[config.mk]
export PLATFORM = sky130hd
export DESIGN_NAME = apb_mgr_arbiter_flat
export DESIGN_NICKNAME = d
export VERILOG_FILES = /design/src/rtl/apb_mgr_arbiter_if.sv /design/src/rtl/apb_mgr_arbiter.sv /design/src/flat_wrapper.sv
export SDC_FILE = /design/constraint.sdc
export NUM_CORES = 1
export LEC_CHECK = 0
export CAP_MARGIN = 20
export CORE_AREA = 2 2 119 121
export DETAILED_ROUTE_END_ITERATION = 16
export DIE_AREA = 0 0 121 123
export MAX_ROUTING_LAYER = met4
export PLACE_DENSITY = 0.75
export SYNTH_ARGS = -nofsm -noshare
export SYNTH_HDL_FRONTEND = slang
export SYNTH_SLANG_ARGS = --single-unit
[constraint.sdc]
create_clock -name clk_i -period 4 [get_ports clk_i]
set_input_delay 0.4 -clock clk_i [delete_from_list [all_inputs] [get_ports clk_i]]
set_output_delay 0.4 -clock clk_i [all_outputs]
set_load 0.05 [all_outputs]
[src/rtl/apb_mgr_arbiter_if.sv]
// Bus bundle between the APB managers, the arbiter and the shared subordinate path.
// The arbiter takes the slave view; the managers and subordinate model take the master view.
interface apb_mgr_arbiter_if #(
    parameter int NumMgr    = 2,
    parameter int AddrWidth = 32,
    parameter int DataWidth = 32
);
  logic [NumMgr-1:0]           mgr_psel_i;
  logic [NumMgr-1:0]           mgr_penable_i;
  logic [NumMgr-1:0]           mgr_pwrite_i;
  logic [NumMgr*AddrWidth-1:0] mgr_paddr_i;
  logic [NumMgr*DataWidth-1:0] mgr_pwdata_i;
  logic [NumMgr*DataWidth-1:0] mgr_prdata_o;
  logic [NumMgr-1:0]           mgr_pready_o;
  logic [NumMgr-1:0]           mgr_pslverr_o;

  logic                        sub_psel_o;
  logic                        sub_penable_o;
  logic                        sub_pwrite_o;
  logic [AddrWidth-1:0]        sub_paddr_o;
  logic [DataWidth-1:0]        sub_pwdata_o;
  logic [DataWidth-1:0]        sub_prdata_i;
  logic                        sub_pready_i;
  logic                        sub_pslverr_i;

  modport slave (
    input  mgr_psel_i, mgr_penable_i, mgr_pwrite_i, mgr_paddr_i, mgr_pwdata_i,
    output mgr_prdata_o, mgr_pready_o, mgr_pslverr_o,
    output sub_psel_o, sub_penable_o, sub_pwrite_o, sub_paddr_o, sub_pwdata_o,
    input  sub_prdata_i, sub_pready_i, sub_pslverr_i
  );

  modport master (
    output mgr_psel_i, mgr_penable_i, mgr_pwrite_i, mgr_paddr_i, mgr_pwdata_i,
    input  mgr_prdata_o, mgr_pready_o, mgr_pslverr_o,
    input  sub_psel_o, sub_penable_o, sub_pwrite_o, sub_paddr_o, sub_pwdata_o,
    output sub_prdata_i, sub_pready_i, sub_pslverr_i
  );
endinterface

[src/rtl/apb_mgr_arbiter.sv]
// Round-robin arbiter sharing one APB subordinate path between NumMgr managers,
// re-launching each granted transfer as SETUP/ACCESS with a per-transfer watchdog.
module apb_mgr_arbiter #(
    parameter int NumMgr        = 2,
    parameter int AddrWidth     = 32,
    parameter int DataWidth     = 32,
    parameter int TimeoutCycles = 255
) (
    input  logic                clk_i,
    input  logic                rst_ni,
    apb_mgr_arbiter_if.slave    bus,
    output logic                busy_o,
    output logic                timeout_o
);
  localparam int IdxW = $clog2(NumMgr);
  localparam int CntW = (TimeoutCycles > 0) ? $clog2(TimeoutCycles + 1) : 1;

  typedef enum logic [1:0] {IDLE, SETUP, ACCESS} state_t;

  state_t               state_reg;
  logic [IdxW-1:0]      grant_reg;
  logic [IdxW-1:0]      last_grant_reg;
  logic [AddrWidth-1:0] addr_reg;
  logic [DataWidth-1:0] wdata_reg;
  logic                 write_reg;
  logic                 psel_reg;
  logic                 penable_reg;
  logic                 busy_reg;
  logic [CntW-1:0]      cnt_reg;

  logic [IdxW-1:0]      winner_next;
  logic                 req_any;
  logic [IdxW-1:0]      cand;
  logic [AddrWidth-1:0] addr_next;
  logic [DataWidth-1:0] wdata_next;
  logic                 write_next;
  logic                 timeout_hit;
  logic                 resp_fire;
  logic                 unused_penable;

  // Managers' own PENABLE carries no information the re-launched transfer needs.
  assign unused_penable = ^bus.mgr_penable_i;

  // Scan from the manager after the last winner, wrapping, first requester wins.
  always_comb begin
    winner_next = last_grant_reg;
    req_any     = 1'b0;
    cand        = '0;
    for (int k = 1; k <= NumMgr; k++) begin
      cand = IdxW'((int'(last_grant_reg) + k) % NumMgr);
      if (!req_any && bus.mgr_psel_i[cand]) begin
        winner_next = cand;
        req_any     = 1'b1;
      end
    end
  end

  always_comb begin
    addr_next  = '0;
    wdata_next = '0;
    write_next = 1'b0;
    for (int i = 0; i < NumMgr; i++) begin
      if (winner_next == IdxW'(i)) begin
        addr_next  = bus.mgr_paddr_i[i*AddrWidth +: AddrWidth];
        wdata_next = bus.mgr_pwdata_i[i*DataWidth +: DataWidth];
        write_next = bus.mgr_pwrite_i[i];
      end
    end
  end

  assign timeout_hit = (TimeoutCycles > 0) && (state_reg == ACCESS) && !bus.sub_pready_i
                       && (cnt_reg == CntW'(TimeoutCycles));
  assign resp_fire   = (state_reg == ACCESS) && (bus.sub_pready_i || timeout_hit);

  always_ff @(posedge clk_i or posedge rst_ni) begin
    if (rst_ni) begin
      state_reg      <= IDLE;
      grant_reg      <= '0;
      last_grant_reg <= IdxW'(NumMgr - 1);
      addr_reg       <= '0;
      wdata_reg      <= '0;
      write_reg      <= 1'b0;
      psel_reg       <= 1'b0;
      penable_reg    <= 1'b0;
      busy_reg       <= 1'b0;
      cnt_reg        <= '0;
    end else begin
      case (state_reg)
        IDLE: begin
          if (req_any) begin
            grant_reg      <= winner_next;
            last_grant_reg <= winner_next;
            addr_reg       <= addr_next;
            wdata_reg      <= wdata_next;
            write_reg      <= write_next;
            cnt_reg        <= '0;
            psel_reg       <= 1'b1;
            penable_reg    <= 1'b0;
            busy_reg       <= 1'b1;
            state_reg      <= SETUP;
          end
        end
        SETUP: begin
          penable_reg <= 1'b1;
          state_reg   <= ACCESS;
        end
        ACCESS: begin
          if (resp_fire) begin
            psel_reg    <= 1'b0;
            penable_reg <= 1'b0;
            busy_reg    <= 1'b0;
            state_reg   <= IDLE;
          end else if (TimeoutCycles > 0) begin
            cnt_reg <= cnt_reg + 1'b1;
          end
        end
        default: begin
          psel_reg    <= 1'b0;
          penable_reg <= 1'b0;
          busy_reg    <= 1'b0;
          state_reg   <= IDLE;
        end
      endcase
    end
  end

  assign bus.sub_psel_o    = psel_reg;
  assign bus.sub_penable_o = penable_reg;
  assign bus.sub_pwrite_o  = write_reg;
  assign bus.sub_paddr_o   = addr_reg;
  assign bus.sub_pwdata_o  = wdata_reg;
  assign busy_o            = busy_reg;
  assign timeout_o         = timeout_hit;

  // Only the granted manager ever sees a response; a watchdog kill returns zero data.
  for (genvar gi = 0; gi < NumMgr; gi++) begin : g_resp
    logic sel;
    assign sel = resp_fire && (grant_reg == IdxW'(gi));
    assign bus.mgr_pready_o[gi]  = sel;
    assign bus.mgr_pslverr_o[gi] = sel && (timeout_hit || bus.sub_pslverr_i);
    assign bus.mgr_prdata_o[gi*DataWidth +: DataWidth] =
        (sel && !timeout_hit) ? bus.sub_prdata_i : '0;
  end
endmodule

[src/flat_wrapper.sv]
// flat-port wrapper written by rule: the top's interface ports become plain ports
module apb_mgr_arbiter_flat 
#(
    parameter int NumMgr        = 2,
    parameter int AddrWidth     = 32,
    parameter int DataWidth     = 32,
    parameter int TimeoutCycles = 255
)
  (clk_i, rst_ni, busy_o, timeout_o, bus_mgr_psel_i, bus_mgr_penable_i, bus_mgr_pwrite_i, bus_mgr_paddr_i, bus_mgr_pwdata_i, bus_mgr_prdata_o, bus_mgr_pready_o, bus_mgr_pslverr_o, bus_sub_psel_o, bus_sub_penable_o, bus_sub_pwrite_o, bus_sub_paddr_o, bus_sub_pwdata_o, bus_sub_prdata_i, bus_sub_pready_i, bus_sub_pslverr_i);
  apb_mgr_arbiter_if #(.NumMgr(NumMgr), .AddrWidth(AddrWidth), .DataWidth(DataWidth)) bus_i ();
  input  logic clk_i;
  input  logic rst_ni;
  output logic busy_o;
  output logic timeout_o;
  input wire logic [$bits(bus_i.mgr_psel_i)-1:0] bus_mgr_psel_i;
  input wire logic [$bits(bus_i.mgr_penable_i)-1:0] bus_mgr_penable_i;
  input wire logic [$bits(bus_i.mgr_pwrite_i)-1:0] bus_mgr_pwrite_i;
  input wire logic [$bits(bus_i.mgr_paddr_i)-1:0] bus_mgr_paddr_i;
  input wire logic [$bits(bus_i.mgr_pwdata_i)-1:0] bus_mgr_pwdata_i;
  output wire logic [$bits(bus_i.mgr_prdata_o)-1:0] bus_mgr_prdata_o;
  output wire logic [$bits(bus_i.mgr_pready_o)-1:0] bus_mgr_pready_o;
  output wire logic [$bits(bus_i.mgr_pslverr_o)-1:0] bus_mgr_pslverr_o;
  output wire logic [$bits(bus_i.sub_psel_o)-1:0] bus_sub_psel_o;
  output wire logic [$bits(bus_i.sub_penable_o)-1:0] bus_sub_penable_o;
  output wire logic [$bits(bus_i.sub_pwrite_o)-1:0] bus_sub_pwrite_o;
  output wire logic [$bits(bus_i.sub_paddr_o)-1:0] bus_sub_paddr_o;
  output wire logic [$bits(bus_i.sub_pwdata_o)-1:0] bus_sub_pwdata_o;
  input wire logic [$bits(bus_i.sub_prdata_i)-1:0] bus_sub_prdata_i;
  input wire logic [$bits(bus_i.sub_pready_i)-1:0] bus_sub_pready_i;
  input wire logic [$bits(bus_i.sub_pslverr_i)-1:0] bus_sub_pslverr_i;
  assign bus_i.mgr_psel_i = bus_mgr_psel_i;
  assign bus_i.mgr_penable_i = bus_mgr_penable_i;
  assign bus_i.mgr_pwrite_i = bus_mgr_pwrite_i;
  assign bus_i.mgr_paddr_i = bus_mgr_paddr_i;
  assign bus_i.mgr_pwdata_i = bus_mgr_pwdata_i;
  assign bus_mgr_prdata_o = bus_i.mgr_prdata_o;
  assign bus_mgr_pready_o = bus_i.mgr_pready_o;
  assign bus_mgr_pslverr_o = bus_i.mgr_pslverr_o;
  assign bus_sub_psel_o = bus_i.sub_psel_o;
  assign bus_sub_penable_o = bus_i.sub_penable_o;
  assign bus_sub_pwrite_o = bus_i.sub_pwrite_o;
  assign bus_sub_paddr_o = bus_i.sub_paddr_o;
  assign bus_sub_pwdata_o = bus_i.sub_pwdata_o;
  assign bus_i.sub_prdata_i = bus_sub_prdata_i;
  assign bus_i.sub_pready_i = bus_sub_pready_i;
  assign bus_i.sub_pslverr_i = bus_sub_pslverr_i;
  apb_mgr_arbiter #(.NumMgr(NumMgr), .AddrWidth(AddrWidth), .DataWidth(DataWidth), .TimeoutCycles(TimeoutCycles)) u_core (.clk_i(clk_i), .rst_ni(rst_ni), .bus(bus_i), .busy_o(busy_o), .timeout_o(timeout_o));
endmodule
Yosys cells after proc, flatten, opt, wreduce, memory -nomap -nowiden --
Cells that the tools add are included.
Cells by class: equal/unequal tests 6, reductions and logical operators 21, magnitude comparators 2, $add $sub $neg 3, bitwise logic cells 2, multiplexer cells 24
Operators with widths (number):
- $mux 32 | 4
- $mux 8 | 2
- $pmux 8 s2 | 1
- $mux 1 | 12
- $logic_and 1x1->1 | 10
- $add 8x1->8 const B | 1
- $eq 8x8->1 const B | 1
- $pmux 1 s3 | 2
- $pmux 2 s3 | 1
- $reduce_and 3->1 | 2
- $lt 1x2->1 const B | 2
- $mux 2 | 2
- $ne 2x1->1 const B | 2
- $reduce_and 2->1 | 2
- $logic_not 1->1 | 3
- $add 1x1->1 const B | 2
- $eq 2x1->1 const B | 1
- $eq 2x2->1 const B | 1
- $logic_not 2->1 | 1
- $logic_or 1x1->1 | 2
- $ne 2x2->1 const B | 1
- $not 1->1 | 2
- $reduce_bool 2->1 | 1
Storage, ports and cells: register bits 79, output and inout bits 137, input port bits 170

Depth between registers and ports, before layout --
word-level depth 9, gate-level depth with buffers 7, gate-level depth less buffers 5

Worst setup path before layout --
OpenSTA, ideal clock, no wires.
path kind flip-flop to output port, start reg u_core.cnt_reg[0], end out bus_mgr_pslverr_o[0], data arrival time 2203 ps, stages on the path, launching flop included 6, setup slack 1397 ps, data required time 3600 ps, buffers on the path 0, path through dfrtp_1 -> ha_1 -> and3_1 -> nand2_1 -> o21ai_0 -> nor3b_1
Between the ends: longest elaborated chain between the ends 6, elaborated cells on any way between the ends 7, classes of those cells eq/ne: 1; reduce/logical: 6
RTL lines:
- start: declaration | line apb_mgr_arbiter.sv:29 | logic [CntW-1:0] cnt_reg;
- start signal: assignment | line apb_mgr_arbiter.sv:114 | cnt_reg <= cnt_reg + 1'b1;
- $eq 8x8->1 * | line apb_mgr_arbiter.sv:72 | && (cnt_reg == CntW'(TimeoutCycles));
- $logic_and 1x1->1 * | line apb_mgr_arbiter.sv:72
- $logic_or 1x1->1 | line apb_mgr_arbiter.sv:73 | assign resp_fire = (state_reg == ACCESS) && (bus.sub_pready_i || timeout_hit);
- $logic_and 1x1->1 | line apb_mgr_arbiter.sv:73
- $logic_and 1x1->1 | line apb_mgr_arbiter.sv:138 | assign sel = resp_fire && (grant_reg == IdxW'(gi));
- $logic_and 1x1->1 * | line apb_mgr_arbiter.sv:140 | assign bus.mgr_pslverr_o[gi] = sel && (timeout_hit || bus.sub_pslverr_i);
- end: declaration | line flat_wrapper.sv:22 | output wire logic [$bits(bus_i.mgr_pslverr_o)-1:0] bus_mgr_pslverr_o;
Mark *: on every way between the ends. The rest lies on a longest branch, timed or not.

Final worst setup path --
start in bus_sub_pready_i, end out bus_mgr_prdata_o[55]
Between the ends: longest elaborated chain between the ends 8, elaborated cells on any way between the ends 9, classes of those cells mux: 1; reduce/logical: 8
RTL lines:
- start: declaration | line flat_wrapper.sv:29 | input wire logic [$bits(bus_i.sub_pready_i)-1:0] bus_sub_pready_i;
- $logic_not 1->1 | line apb_mgr_arbiter.sv:71 | assign timeout_hit = (TimeoutCycles > 0) && (state_reg == ACCESS) && !bus.sub_pready_i
- $logic_and 1x1->1 | line apb_mgr_arbiter.sv:71
- $logic_and 1x1->1 | line apb_mgr_arbiter.sv:72
- $logic_or 1x1->1 | line apb_mgr_arbiter.sv:73
- $logic_and 1x1->1 | line apb_mgr_arbiter.sv:73
- $logic_and 1x1->1 | line apb_mgr_arbiter.sv:138
- $logic_and 1x1->1 * | line apb_mgr_arbiter.sv:142 | (sel && !timeout_hit) ? bus.sub_prdata_i : '0;
- $mux 32 * | line apb_mgr_arbiter.sv:142
- end: declaration | line flat_wrapper.sv:20 | output wire logic [$bits(bus_i.mgr_prdata_o)-1:0] bus_mgr_prdata_o;
Marks and branches as above.

==> reports/metrics.yaml <==
status: "finished, final reports clean"
max_freq_mhz: 311.0
routed_via_density: 4.626
r2r_start: "u_core.cnt_reg[0]$_DFFE_PP0P_"
grt.total_usage_pct: 18.26
finalCritPeriodShare_pct: 80.39
wirelength_um: 13890
drcViolationCount: 0
critPathCaptureType: "output pin"
synthArstFlopShare_pct: 100.0
gp_congestion: 0.7998
grt_pass1_wl_um: 20620
io-pin-count: 307
fin_skew_ns: 0.007458
drt_iter0_drc: 122
maxSlewHeadroom_pct: 43.32
clk_pin_slew_ns: 0.06
cts_resized: 0
post_cts_buffers: 0
rsz0062_at_grt: "false"
pre_cts_slack_ns: 0.7932
critPathBufInv: 2
stdcell_count: 908
leakage_nw: 3.246
finalSetupViolations: 0
worstSkewPairLatency_ns: 0.33
p_per_area_nw_per_um2: 752.4
grt_overflow: 0
layout_min_cycle_time_ns: 3.216
syn-cell-area_um2: 4139
cts_root_buf: "clkbuf_16"
numCtsBuffers: 9
rows: 43
tightestPinTransition_ns: 0.8501
cpMaxStageDelayCell: "clkdlybuf4s50_1"
ys_warn_count: 0
die_h_um: 123
path_class: "input pin to output pin"
first_pass_iters: 4
synth_edf_count: 0
cp_cell_sequence: "clkdlybuf4s50_1 -> and3_1 -> and2_1 -> clkdlybuf4s50_1"
worstPathArrival_ns: 2.82
die_width_um: 121
critPathMaxStageDelay_ns: 0.82
synth_fp_nets: 606
drv_cap: 0
crit_path_start_kind: "input pin"
via_count: 4200
cts_buffer_depth: 2
seqCellArea_um2: 1953
antenna_found_initial: 0
setup_tns_ns: 0
dp_hpwl_um: 11230
multi_input_area_um2: 2022
grt_start_max_net_pins: 101
synth-seq-cells: 78
clock_sinks: 78
final-hold-violation-count: 0
port_buffers: 304
area_growth_pct: 85.46
cp_common_cell: "clkdlybuf4s50_1"
path_delay_family: "buffers and inverters"
ys_seq_area_share_pct: 47.19
dieArea_um2: 14880
finish.net_count: 894
syn_avg_cell_area_um2: 9.515
crit_path_start: "bus_sub_pready_i"
layout_commonest_cell: "clkdlybuf4s50_1"
antennaDiodeCount: 0
postCtsHoldBufs: 0
ant_nets: 0
grt_pass1_vias: 4076
ir_drop_mv: 0.4587
final_cell_mix: "clkdlybuf4s50_1 (304), nand2_1 (77), dfrtp_1 (77), o21ai_0 (71), mux2i_1 (66)"
cts_tree: "built"
initial_core_util_pct: 30.41
layout-drive-gt1-share_pct: 4.121
core_um2: 13610
htree_levels: 3
crit_fanout: 32
dp_cells: 891
ys.flop_type: "dfrtp_1"
ys_types: 34
required_ns: 3.60
netlist_instances: 435
worstHoldPathType: "input pin to async pin"
slew_violations: 0
n_fill_cell: 1204
layout_setup_ws_ns: 0.7843
wl_per_cell_um: 15.30
-- synth_stat cells (2+ instances only) --
library cell	n	share of area [%]
nand3_1	3	0.36
buf_4	7	1.3
and3_1	5	0.76
and2_1	64	9.7
o21ai_1	2	0.24
dfrtp_1	77	47
mux2i_1	66	16
nor2_1	4	0.36
nand2_1	77	7.0
nor2b_1	2	0.30
nor3_1	4	0.48
a21oi_1	4	0.48
o21ai_0	71	8.6
a22o_1	2	0.42
clkbuf_1	15	1.4
nor3b_1	2	0.36
buf_6	2	0.54
buf_2	9	1.1
inv_1	4	0.36
-- metal layers --
layer  track usage [%]  share of wire [%]
met2             34.38                 55
met1             19.17                 36
met3             3.644                7.6
met5                 -                  0
met4             5.669                1.6
-- power by group --
group / leakage [nW] / switching (mW) / internal [mW]
combinational: 2.12 / 2.29 / 1.20
clock: 0.159 / 0.318 / 0.609
sequential: 0.967 / 0.207 / 1.16
total: 3.25 / 2.81 / 2.96
-- area by class of cell --
| type | count | area share [%] |
|---|---|---|
| clock buffers | 10 | 2.983 |
| clock inverters | 6 | 1.434 |
| inverters | 4 | 0.2119 |
| multi-input cells | 320 | 26.34 |
| flip-flops and latches | 78 | 25.44 |
| well taps | 180 | 2.934 |
| repair buffers | 310 | 40.65 |
-- final timing paths --
path                                                           end  slack (ns)  cells past startpoint
max                                           bus_mgr_prdata_o[55]        0.78                      4
min                          u_core.bus.sub_paddr_o[1]$_DFFE_PP0P_        0.31                      2
max reg2reg                          u_core.cnt_reg[6]$_DFFE_PP0P_        1.90                      5
min reg2reg                 u_core.bus.sub_pwdata_o[6]$_DFFE_PP0P_        0.48                      2
max in group asynchronous  u_core.bus.sub_pwdata_o[21]$_DFFE_PP0P_        2.82                      4
min in group clk_i          u_core.bus.sub_pwdata_o[6]$_DFFE_PP0P_        0.48                      2
-- cells by family after synthesis --
family                     Yosys count  share of synthesized area [%]
AOI/OAI and AO/OA                   86                          11.46
adders and majority gates            1                         0.3022
buffers and inverters               37                          4.625
DFF                                 78                          47.19
muxes                               67                          16.23
and+or+nand+nor                    166                          20.19
-- per-stage QoR --
step / area [um^2] / utilization, % / power (mW) / hold slack, ns
final: 7676 / 56.39 / 5.776 / 0.3093
after floorplan: 4139 / - / 3.676 / 0.4668
after CTS: 7649 / 56.19 / 5.830 / 0.4828
after global routing: 7676 / 56.39 / 6.086 / 0.3042
after detailed placement: 7310 / 53.70 / 4.886 / 0.4698
after global placement: 7310 / 53.70 / 4.815 / 0.4598
No activity file was read; power rests on OpenSTA's default activity.
